--- src/rtl/fetch_stage_if.sv ---
// Instruction-memory request channel between the fetch stage and imem.
//   imem_req   : fetch request valid (fetch -> memory)
//   imem_addr  : word-aligned fetch address (fetch -> memory)
//   imem_ready : memory completes the request this cycle (memory -> fetch)
//   imem_rdata : instruction word, valid with imem_ready (memory -> fetch)
interface fetch_stage_if;
    logic        imem_req;
    logic [31:0] imem_addr;
    logic        imem_ready;
    logic [31:0] imem_rdata;

    modport master (
        output imem_req,
        output imem_addr,
        input  imem_ready,
        input  imem_rdata
    );

    modport slave (
        input  imem_req,
        input  imem_addr,
        output imem_ready,
        output imem_rdata
    );
endinterface

--- src/rtl/fetch_stage.sv ---
// Fetch stage and IF/ID pipeline register of the pipelined MIPS core.
// Owns the PC, issues valid/ready requests to instruction memory, buffers a
// returned word while the pipeline is stalled and discards the in-flight
// fetch after a decode-stage redirect.
//   clk_i, reset_i     : clock, synchronous active-high reset
//   stallF_i, stallD_i : hold PC / hold IF/ID (hazard unit)
//   redirectD_i        : taken branch/jump resolved in D, target pctargetD_i
//   imem               : request channel to instruction memory (master)
//   pcF_o              : current fetch PC
//   instrD_o, pcplus4D_o, validD_o : IF/ID register contents
//   imem_stall_o       : fetch is waiting on memory
//
// state | meaning
// FETCH | request for pcF outstanding (or issued this cycle)
// HOLD  | word for pcF captured in buffer, waiting for stallF to drop
// DRAIN | un-cancellable wrong-path request in flight; target held in tgt
module fetch_stage #(
    parameter logic [31:0] RESET_PC = 32'h0000_0000
) (
    input  logic          clk_i,
    input  logic          reset_i,
    input  logic          stallF_i,
    input  logic          stallD_i,
    input  logic          redirectD_i,
    input  logic [31:0]   pctargetD_i,
    fetch_stage_if.master imem,
    output logic [31:0]   pcF_o,
    output logic [31:0]   instrD_o,
    output logic [31:0]   pcplus4D_o,
    output logic          validD_o,
    output logic          imem_stall_o
);

    typedef enum logic [1:0] {
        FETCH = 2'd0,
        HOLD  = 2'd1,
        DRAIN = 2'd2
    } state_e;

    state_e      state_q, state_d;
    logic [31:0] pc_q, pc_d;
    logic [31:0] buf_q, buf_d;
    logic [31:0] tgt_q, tgt_d;
    logic [31:0] instr_q, instr_d;
    logic [31:0] pcplus4_q, pcplus4_d;
    logic        valid_q, valid_d;

    logic        redir_acc;
    logic        word_avail;
    logic [31:0] word;
    logic [31:0] pc_plus4;

    assign redir_acc  = redirectD_i & ~stallD_i;
    assign word_avail = ((state_q == FETCH) & imem.imem_ready) | (state_q == HOLD);
    assign word       = (state_q == HOLD) ? buf_q : imem.imem_rdata;
    assign pc_plus4   = pc_q + 32'd4;

    always_ff @(posedge clk_i) begin
        if (reset_i) begin
            state_q   <= FETCH;
            pc_q      <= RESET_PC;
            buf_q     <= 32'h0;
            tgt_q     <= 32'h0;
            instr_q   <= 32'h0;
            pcplus4_q <= 32'h0;
            valid_q   <= 1'b0;
        end else begin
            state_q   <= state_d;
            pc_q      <= pc_d;
            buf_q     <= buf_d;
            tgt_q     <= tgt_d;
            instr_q   <= instr_d;
            pcplus4_q <= pcplus4_d;
            valid_q   <= valid_d;
        end
    end

    always_comb begin
        state_d   = state_q;
        pc_d      = pc_q;
        buf_d     = buf_q;
        tgt_d     = tgt_q;
        instr_d   = instr_q;
        pcplus4_d = pcplus4_q;
        valid_d   = valid_q;

        // IF/ID register
        if (redir_acc) begin
            instr_d   = 32'h0;
            pcplus4_d = 32'h0;
            valid_d   = 1'b0;
        end else if (stallD_i) begin
            instr_d   = instr_q;
            pcplus4_d = pcplus4_q;
            valid_d   = valid_q;
        end else if (word_avail && !stallF_i) begin
            instr_d   = word;
            pcplus4_d = pc_plus4;
            valid_d   = 1'b1;
        end else begin
            instr_d   = 32'h0;
            pcplus4_d = 32'h0;
            valid_d   = 1'b0;
        end

        // PC and fetch state
        unique case (state_q)
            FETCH: begin
                if (imem.imem_ready) begin
                    if (redir_acc) begin
                        pc_d = pctargetD_i;
                    end else if (!stallF_i) begin
                        pc_d = pc_plus4;
                    end else begin
                        buf_d   = imem.imem_rdata;
                        state_d = HOLD;
                    end
                end else if (redir_acc) begin
                    // request already on the bus cannot be withdrawn
                    tgt_d   = pctargetD_i;
                    state_d = DRAIN;
                end
            end
            HOLD: begin
                if (redir_acc) begin
                    pc_d    = pctargetD_i;
                    state_d = FETCH;
                end else if (!stallF_i) begin
                    pc_d    = pc_plus4;
                    state_d = FETCH;
                end
            end
            DRAIN: begin
                if (redir_acc) begin
                    tgt_d = pctargetD_i;
                end
                if (imem.imem_ready) begin
                    pc_d    = redir_acc ? pctargetD_i : tgt_q;
                    state_d = FETCH;
                end
            end
            default: begin
                state_d = FETCH;
            end
        endcase
    end

    assign imem.imem_req  = ~reset_i & (state_q != HOLD);
    assign imem.imem_addr = pc_q;
    assign imem_stall_o   = ((state_q == FETCH) & ~imem.imem_ready) | (state_q == DRAIN);

    assign pcF_o      = pc_q;
    assign instrD_o   = instr_q;
    assign pcplus4D_o = pcplus4_q;
    assign validD_o   = valid_q;

endmodule

--- src/flat_wrapper.sv ---
// flat-port wrapper written by rule: the top's interface ports become plain ports
module fetch_stage_flat 
#(
    parameter logic [31:0] RESET_PC = 32'h0000_0000
)
  (clk_i, reset_i, stallF_i, stallD_i, redirectD_i, pctargetD_i, pcF_o, instrD_o, pcplus4D_o, validD_o, imem_stall_o, imem_imem_req, imem_imem_addr, imem_imem_ready, imem_imem_rdata);
  fetch_stage_if imem_i ();
  input  logic clk_i;
  input  logic reset_i;
  input  logic stallF_i;
  input  logic stallD_i;
  input  logic redirectD_i;
  input  logic [31:0] pctargetD_i;
  output logic [31:0] pcF_o;
  output logic [31:0] instrD_o;
  output logic [31:0] pcplus4D_o;
  output logic validD_o;
  output logic imem_stall_o;
  output wire logic [$bits(imem_i.imem_req)-1:0] imem_imem_req;
  output wire logic [$bits(imem_i.imem_addr)-1:0] imem_imem_addr;
  input wire logic [$bits(imem_i.imem_ready)-1:0] imem_imem_ready;
  input wire logic [$bits(imem_i.imem_rdata)-1:0] imem_imem_rdata;
  assign imem_imem_req = imem_i.imem_req;
  assign imem_imem_addr = imem_i.imem_addr;
  assign imem_i.imem_ready = imem_imem_ready;
  assign imem_i.imem_rdata = imem_imem_rdata;
  fetch_stage #(.RESET_PC(RESET_PC)) u_core (.clk_i(clk_i), .reset_i(reset_i), .stallF_i(stallF_i), .stallD_i(stallD_i), .redirectD_i(redirectD_i), .pctargetD_i(pctargetD_i), .imem(imem_i), .pcF_o(pcF_o), .instrD_o(instrD_o), .pcplus4D_o(pcplus4D_o), .validD_o(validD_o), .imem_stall_o(imem_stall_o));
endmodule
--- config.mk ---
export PLATFORM = sky130hd
export DESIGN_NAME = fetch_stage_flat
export DESIGN_NICKNAME = d
export VERILOG_FILES = /design/src/rtl/fetch_stage_if.sv /design/src/rtl/fetch_stage.sv /design/src/flat_wrapper.sv
export SDC_FILE = /design/constraint.sdc
export NUM_CORES = 1
export LEC_CHECK = 0
export BUFFER_PORTS_ARGS = -buffer_cell sky130_fd_sc_hd__buf_2
export CELL_PAD_IN_SITES_DETAIL_PLACEMENT = 2
export CELL_PAD_IN_SITES_GLOBAL_PLACEMENT = 2
export CORE_MARGIN = 5
export CORE_UTILIZATION = 29
export CTS_CLUSTER_SIZE = 20
export DETAILED_ROUTE_END_ITERATION = 8
export PLACE_DENSITY = 0.79
export SYNTH_ARGS = -nofsm -noshare
export SYNTH_HDL_FRONTEND = slang
export SYNTH_SLANG_ARGS = --single-unit
--- constraint.sdc ---
create_clock -name clk_i -period 2.8 [get_ports clk_i]
set_input_delay 0.42 -clock clk_i [delete_from_list [all_inputs] [get_ports clk_i]]
set_output_delay 0.42 -clock clk_i [all_outputs]
set_load 0.01 [all_outputs]
==> flow_summary.html <==
<table>
<tr><th>Metric</th><th>Value</th></tr>
<tr><th colspan="2">Floorplanning</th></tr>
<tr><td>Placeable Area</td><td>25800 µm²</td></tr>
<tr><td>Area enclosed by the die boundary</td><td>29400 µm²</td></tr>
<tr><td>Die boundary width</td><td>171 µm</td></tr>
<tr><td>Core Rows</td><td>59</td></tr>
<tr><td>Starting Density</td><td>29.3%</td></tr>
<tr><td>Num ports</td><td>201</td></tr>
<tr><td>Die height</td><td>171 µm</td></tr>
<tr><th colspan="2">Finish</th></tr>
<tr><td>Final Instance Count excl. Fillers</td><td>1512</td></tr>
<tr><td>Layout cell share with drive strength beyond 1</td><td>24.5%</td></tr>
<tr><td>Total non-filler cell area in the finished layout</td><td>9390 µm²</td></tr>
<tr><td>Relative area change from synthesis to final layout</td><td>24.2%</td></tr>
<tr><td>Net count reported at finish</td><td>1232</td></tr>
<tr><th colspan="2">Clock tree</th></tr>
<tr><td>Clock-pin slew on the worst setup and hold paths</td><td>0.08 ns</td></tr>
<tr><td>CTS max path bufs</td><td>2</td></tr>
<tr><td>Clock latency on the worst-skew pair</td><td>0.44 ns</td></tr>
<tr><td>Clock sink total</td><td>163</td></tr>
<tr><td>Clock root buffer</td><td>sky130_fd_sc_hd__clkbuf_16</td></tr>
<tr><td>Number of post-CTS setup repair buffers</td><td>0</td></tr>
<tr><td>CTS buffer count</td><td>17</td></tr>
<tr><td>Count of H-tree levels built during CTS</td><td>4</td></tr>
<tr><td>Cells resized by post-CTS repair</td><td>0</td></tr>
<tr><td>TritonCTS clock tree</td><td>built</td></tr>
<tr><td>Number of hold buffers added after CTS</td><td>0</td></tr>
<tr><th colspan="2">Worst setup path</th></tr>
<tr><td>Setup crit end</td><td>u_core.imem.imem_addr[30]</td></tr>
<tr><td>Crit-path max cell delay</td><td>0.54 ns</td></tr>
<tr><td>Critical Path, Cell by Cell</td><td>ha_1 -&gt; and3_1 -&gt; buf_4 -&gt; and4_1 -&gt; nand3_1 -&gt; or4_1 -&gt; a31oi_1</td></tr>
<tr><td>R2r startpoint</td><td>u_core.imem.imem_addr[3]</td></tr>
<tr><td>Depth of the worst register-to-register path</td><td>7</td></tr>
<tr><td>RR Endpoint</td><td>u_core.imem.imem_addr[30]</td></tr>
<tr><td>Cell with the largest stage delay on the worst path</td><td>sky130_fd_sc_hd__or4_1</td></tr>
<tr><td>Arrival time of data at the critical path endpoint</td><td>2.89 ns</td></tr>
<tr><td>Register-to-register path setup slack</td><td>0.26 ns</td></tr>
<tr><td>CP max FO</td><td>7</td></tr>
<tr><td>Sort of element at the start of the critical path</td><td>register</td></tr>
<tr><td>Critical path origin</td><td>u_core.imem.imem_addr[3]</td></tr>
<tr><td>Setup crit end kind</td><td>register</td></tr>
<tr><td>CP Class</td><td>reg -&gt; reg</td></tr>
<tr><td>WP data required</td><td>3.15 ns</td></tr>
<tr><th colspan="2">Global routing</th></tr>
<tr><td>Sum of overflow across all layers after global routing</td><td>0</td></tr>
<tr><td>Total GRT Usage</td><td>20.3%</td></tr>
<tr><td>Vias in the first global route</td><td>8311</td></tr>
<tr><td>Number of antenna violations at the first check in global routing</td><td>3</td></tr>
<tr><td>Largest net degree at the start of global routing</td><td>38</td></tr>
<tr><td>First-pass GRT wire length</td><td>47.0 mm</td></tr>
<tr><th colspan="2">Power</th></tr>
<tr><td>Peak supply drop</td><td>0.305 mV</td></tr>
<tr><td>Power density of the placed cells</td><td>581 nW/µm²</td></tr>
<tr><td>Clock share of power</td><td>43.2%</td></tr>
<tr><td>Net switching fraction of the power</td><td>30.1%</td></tr>
<tr><td>Leakage power figure</td><td>3.79 nW</td></tr>
<tr><td>Design internal power</td><td>3.81 mW</td></tr>
<tr><td>Sequential share of power</td><td>45.1%</td></tr>
<tr><td>Comb pwr share</td><td>11.7%</td></tr>
<tr><td>Psw</td><td>1.64 mW</td></tr>
<tr><th colspan="2">Synth</th></tr>
<tr><td>Most common flop cell mapped by yosys</td><td>sky130_fd_sc_hd__dfxtp_1</td></tr>
<tr><td>FF+latch count, synth</td><td>163</td></tr>
<tr><td>Post-synth cell types</td><td>56</td></tr>
<tr><td>Number of enable-type register cells in the synthesized netlist</td><td>0</td></tr>
<tr><td>Mapped Cells</td><td>1008</td></tr>
<tr><td>Synthesized net count</td><td>1079</td></tr>
<tr><td>Netlist area before placement</td><td>7560 µm²</td></tr>
<tr><td>Portion of the post-synthesis area used by sequential elements</td><td>43.2%</td></tr>
<tr><td>Yosys warning count</td><td>0</td></tr>
<tr><td>Average instance area after synthesis</td><td>7.50 µm²</td></tr>
<tr><td>Fraction of registers with async set or reset after synthesis</td><td>0%</td></tr>
<tr><th colspan="2">Detailed routing</th></tr>
<tr><td>Average via count per standard cell</td><td>5.18</td></tr>
<tr><td>Via total after detailed routing</td><td>7837</td></tr>
<tr><td>WL per Instance</td><td>20.1 µm</td></tr>
<tr><td>Count of antenna-violating nets left after detailed routing</td><td>0</td></tr>
<tr><td>Total Routed Length</td><td>30.3 mm</td></tr>
<tr><td>Detailed router's first-iteration violation count</td><td>395</td></tr>
<tr><td>Detailed Routing Iterations Pass 1</td><td>6</td></tr>
<tr><td>DRC Markers</td><td>0</td></tr>
<tr><th colspan="2">Placed design</th></tr>
<tr><td>HPWL after detailed placement</td><td>21.6 mm</td></tr>
<tr><td>Final GP Congestion</td><td>0.860</td></tr>
<tr><td>Port Buffer Count</td><td>200</td></tr>
<tr><td>Post-detailed-placement cell area</td><td>8800 µm²</td></tr>
<tr><td>Total placed cells including tap cells</td><td>1477</td></tr>
<tr><th colspan="2">STA</th></tr>
<tr><td>Worst clock skew</td><td>0.0136 ns</td></tr>
<tr><td>Final critical-path share of the clock period</td><td>90.8%</td></tr>
<tr><td>TNS Setup</td><td>0 ns</td></tr>
<tr><td>Count of final hold-check violations</td><td>0</td></tr>
<tr><td>Final number of setup-violating endpoints</td><td>0</td></tr>
<tr><td>Min cycle time layout</td><td>2.54 ns</td></tr>
<tr><td>Max transition margin</td><td>32.8%</td></tr>
<tr><td>Highest clock rate</td><td>393 MHz</td></tr>
<tr><td>Setup repair after global routing missed its margin</td><td>no</td></tr>
<tr><td>Pins Over Slew Limit</td><td>0</td></tr>
<tr><td>Slew @ Worst Pin</td><td>1.00 ns</td></tr>
<tr><th colspan="2">Outcome</th></tr>
<tr><td>Run status</td><td>completed</td></tr>
<tr><th colspan="2">Worst hold path</th></tr>
<tr><td>Cell depth of the worst min-delay path</td><td>3</td></tr>
<tr><td>Hold crit path type</td><td>in -&gt; reg</td></tr>
<tr><th colspan="2">Run</th></tr>
<tr><td>Number of max-capacitance violations reported</td><td>0</td></tr>
</table>
power groups by stage:
stage / registers [mW] / clock network (mW) / logic [mW]
5_1_grt: 2.47 / 2.51 / 0.701
4_1_cts: 2.46 / 2.42 / 0.643
3_5_place_dp: 2.51 / 0 / 0.638
6_report: 2.46 / 2.36 / 0.635
3_3_place_gp: 2.51 / 0 / 0.622
2_1_floorplan: 2.51 / 0 / 0.356
how the worst min path moves through the flow:
stage	to	startpoint	slack, ns
global route	u_core.buf_q[3]	imem_imem_rdata[3]	0.22
finish	u_core.buf_q[27]	imem_imem_rdata[27]	0.23
floorplan	u_core.tgt_q[12]	u_core.tgt_q[12]	0.44
global placement	u_core.pcplus4D_o[23]	u_core.pcplus4D_o[23]	0.43
CTS	u_core.buf_q[3]	imem_imem_rdata[3]	0.21
detailed placement	u_core.pcplus4D_o[13]	u_core.pcplus4D_o[13]	0.45
metal layers:
layer / global-route usage (%) / share of wire [%]
met1: 27.4 / 46
met5: 0 / 0
met3: 3.77 / 5.4
met4: 6.54 / 1.4
met2: 32.9 / 47
cell type report:
cell class              count  area, µm²
fillers                  3087      16400
diodes                      3       7.51
well taps                 335        419
flip-flops and latches    163       3260
clock inverters            15        159
inverters                  10       37.5
repair buffers            246       1350
multi-input cells         723       3730
clock buffers              17        425
cells in the final DEF, fill, tap and decap left out, types with 15 or more instances in the layout:
cell type / count
sky130_fd_sc_hd__nand2_1: 247
sky130_fd_sc_hd__buf_2: 199
sky130_fd_sc_hd__dfxtp_1: 163
sky130_fd_sc_hd__a21oi_1: 157
sky130_fd_sc_hd__nor2_1: 69
sky130_fd_sc_hd__o21ai_0: 53
sky130_fd_sc_hd__buf_4: 47
sky130_fd_sc_hd__nand3_1: 22
sky130_fd_sc_hd__xnor2_1: 20
sky130_fd_sc_hd__clkbuf_16: 17
sky130_fd_sc_hd__nor4_1: 15
sky130_fd_sc_hd__a22oi_1: 15
state kept, by name (all words and copies together), names as in the netlist:
| signal | count |
|---|---|
| u_core.instrD_o | 32 |
| u_core.buf_q | 32 |
| u_core.validD_o | 1 |
| u_core.state_q | 2 |
| u_core.tgt_q | 32 |
| u_core.imem.imem_addr | 32 |
| u_core.pcplus4D_o | 32 |
critical path, delay by kind of cell, from the launching register on:
kind / cells / cell delay, ns
flip-flops: 1 / 0.43
adder cells (fa/ha/maj): 1 / 0.29
buffers and inverters: 1 / 0.20
AND/OR/NAND/NOR: 4 / 1.34
AO/OA/AOI/OAI: 1 / 0.19
cells by family (layout without fill, tap and decap cells):
group	count (synthesis)	in the layout	synth area share, %
compound gates	276	276	21.1
other cells	0	3	0
buf+inv	122	288	7.76
fa+ha+maj	1	1	0.166
simple gates	414	414	24.0
xor+xnor	27	27	3.13
mux	5	5	0.662
flops	163	163	43.2
synth_stat cells, types with 7 or more instances:
cell                       number  share of area, %
sky130_fd_sc_hd__nor4_1        16               1.3
sky130_fd_sc_hd__buf_4         33               3.3
sky130_fd_sc_hd__nor2_1        69               3.4
sky130_fd_sc_hd__nand3_1       22               1.5
sky130_fd_sc_hd__and4_1         7              0.81
sky130_fd_sc_hd__xnor2_1       20               2.3
sky130_fd_sc_hd__or4_1          7              0.70
sky130_fd_sc_hd__a21oi_1      157                10
sky130_fd_sc_hd__inv_1         10              0.50
sky130_fd_sc_hd__dfxtp_1      163                43
sky130_fd_sc_hd__xor2_1         7              0.81
sky130_fd_sc_hd__a22oi_1       15               1.5
sky130_fd_sc_hd__a22o_1        12               1.4
sky130_fd_sc_hd__clkbuf_1      73               3.6
sky130_fd_sc_hd__nand4_1       11              0.91
sky130_fd_sc_hd__o21ai_0       53               3.5
sky130_fd_sc_hd__nand2_1      248                12
sky130_fd_sc_hd__nor3_1        12              0.79
metrics by stage:
step / power (mW) / setup slack, ns / util, % / hold slack [ns]
finish: 5.45 / 0.259 / 36.3 / 0.227
global route: 5.68 / 0.112 / 36.3 / 0.222
CTS: 5.52 / 0.309 / 36.3 / 0.210
detailed placement: 3.15 / 0.345 / 34.0 / 0.445
global placement: 3.13 / 0.428 / 34.0 / 0.434
floorplan: 2.87 / 0.432 / - / 0.436
Power figures use the tool's default switching activity.
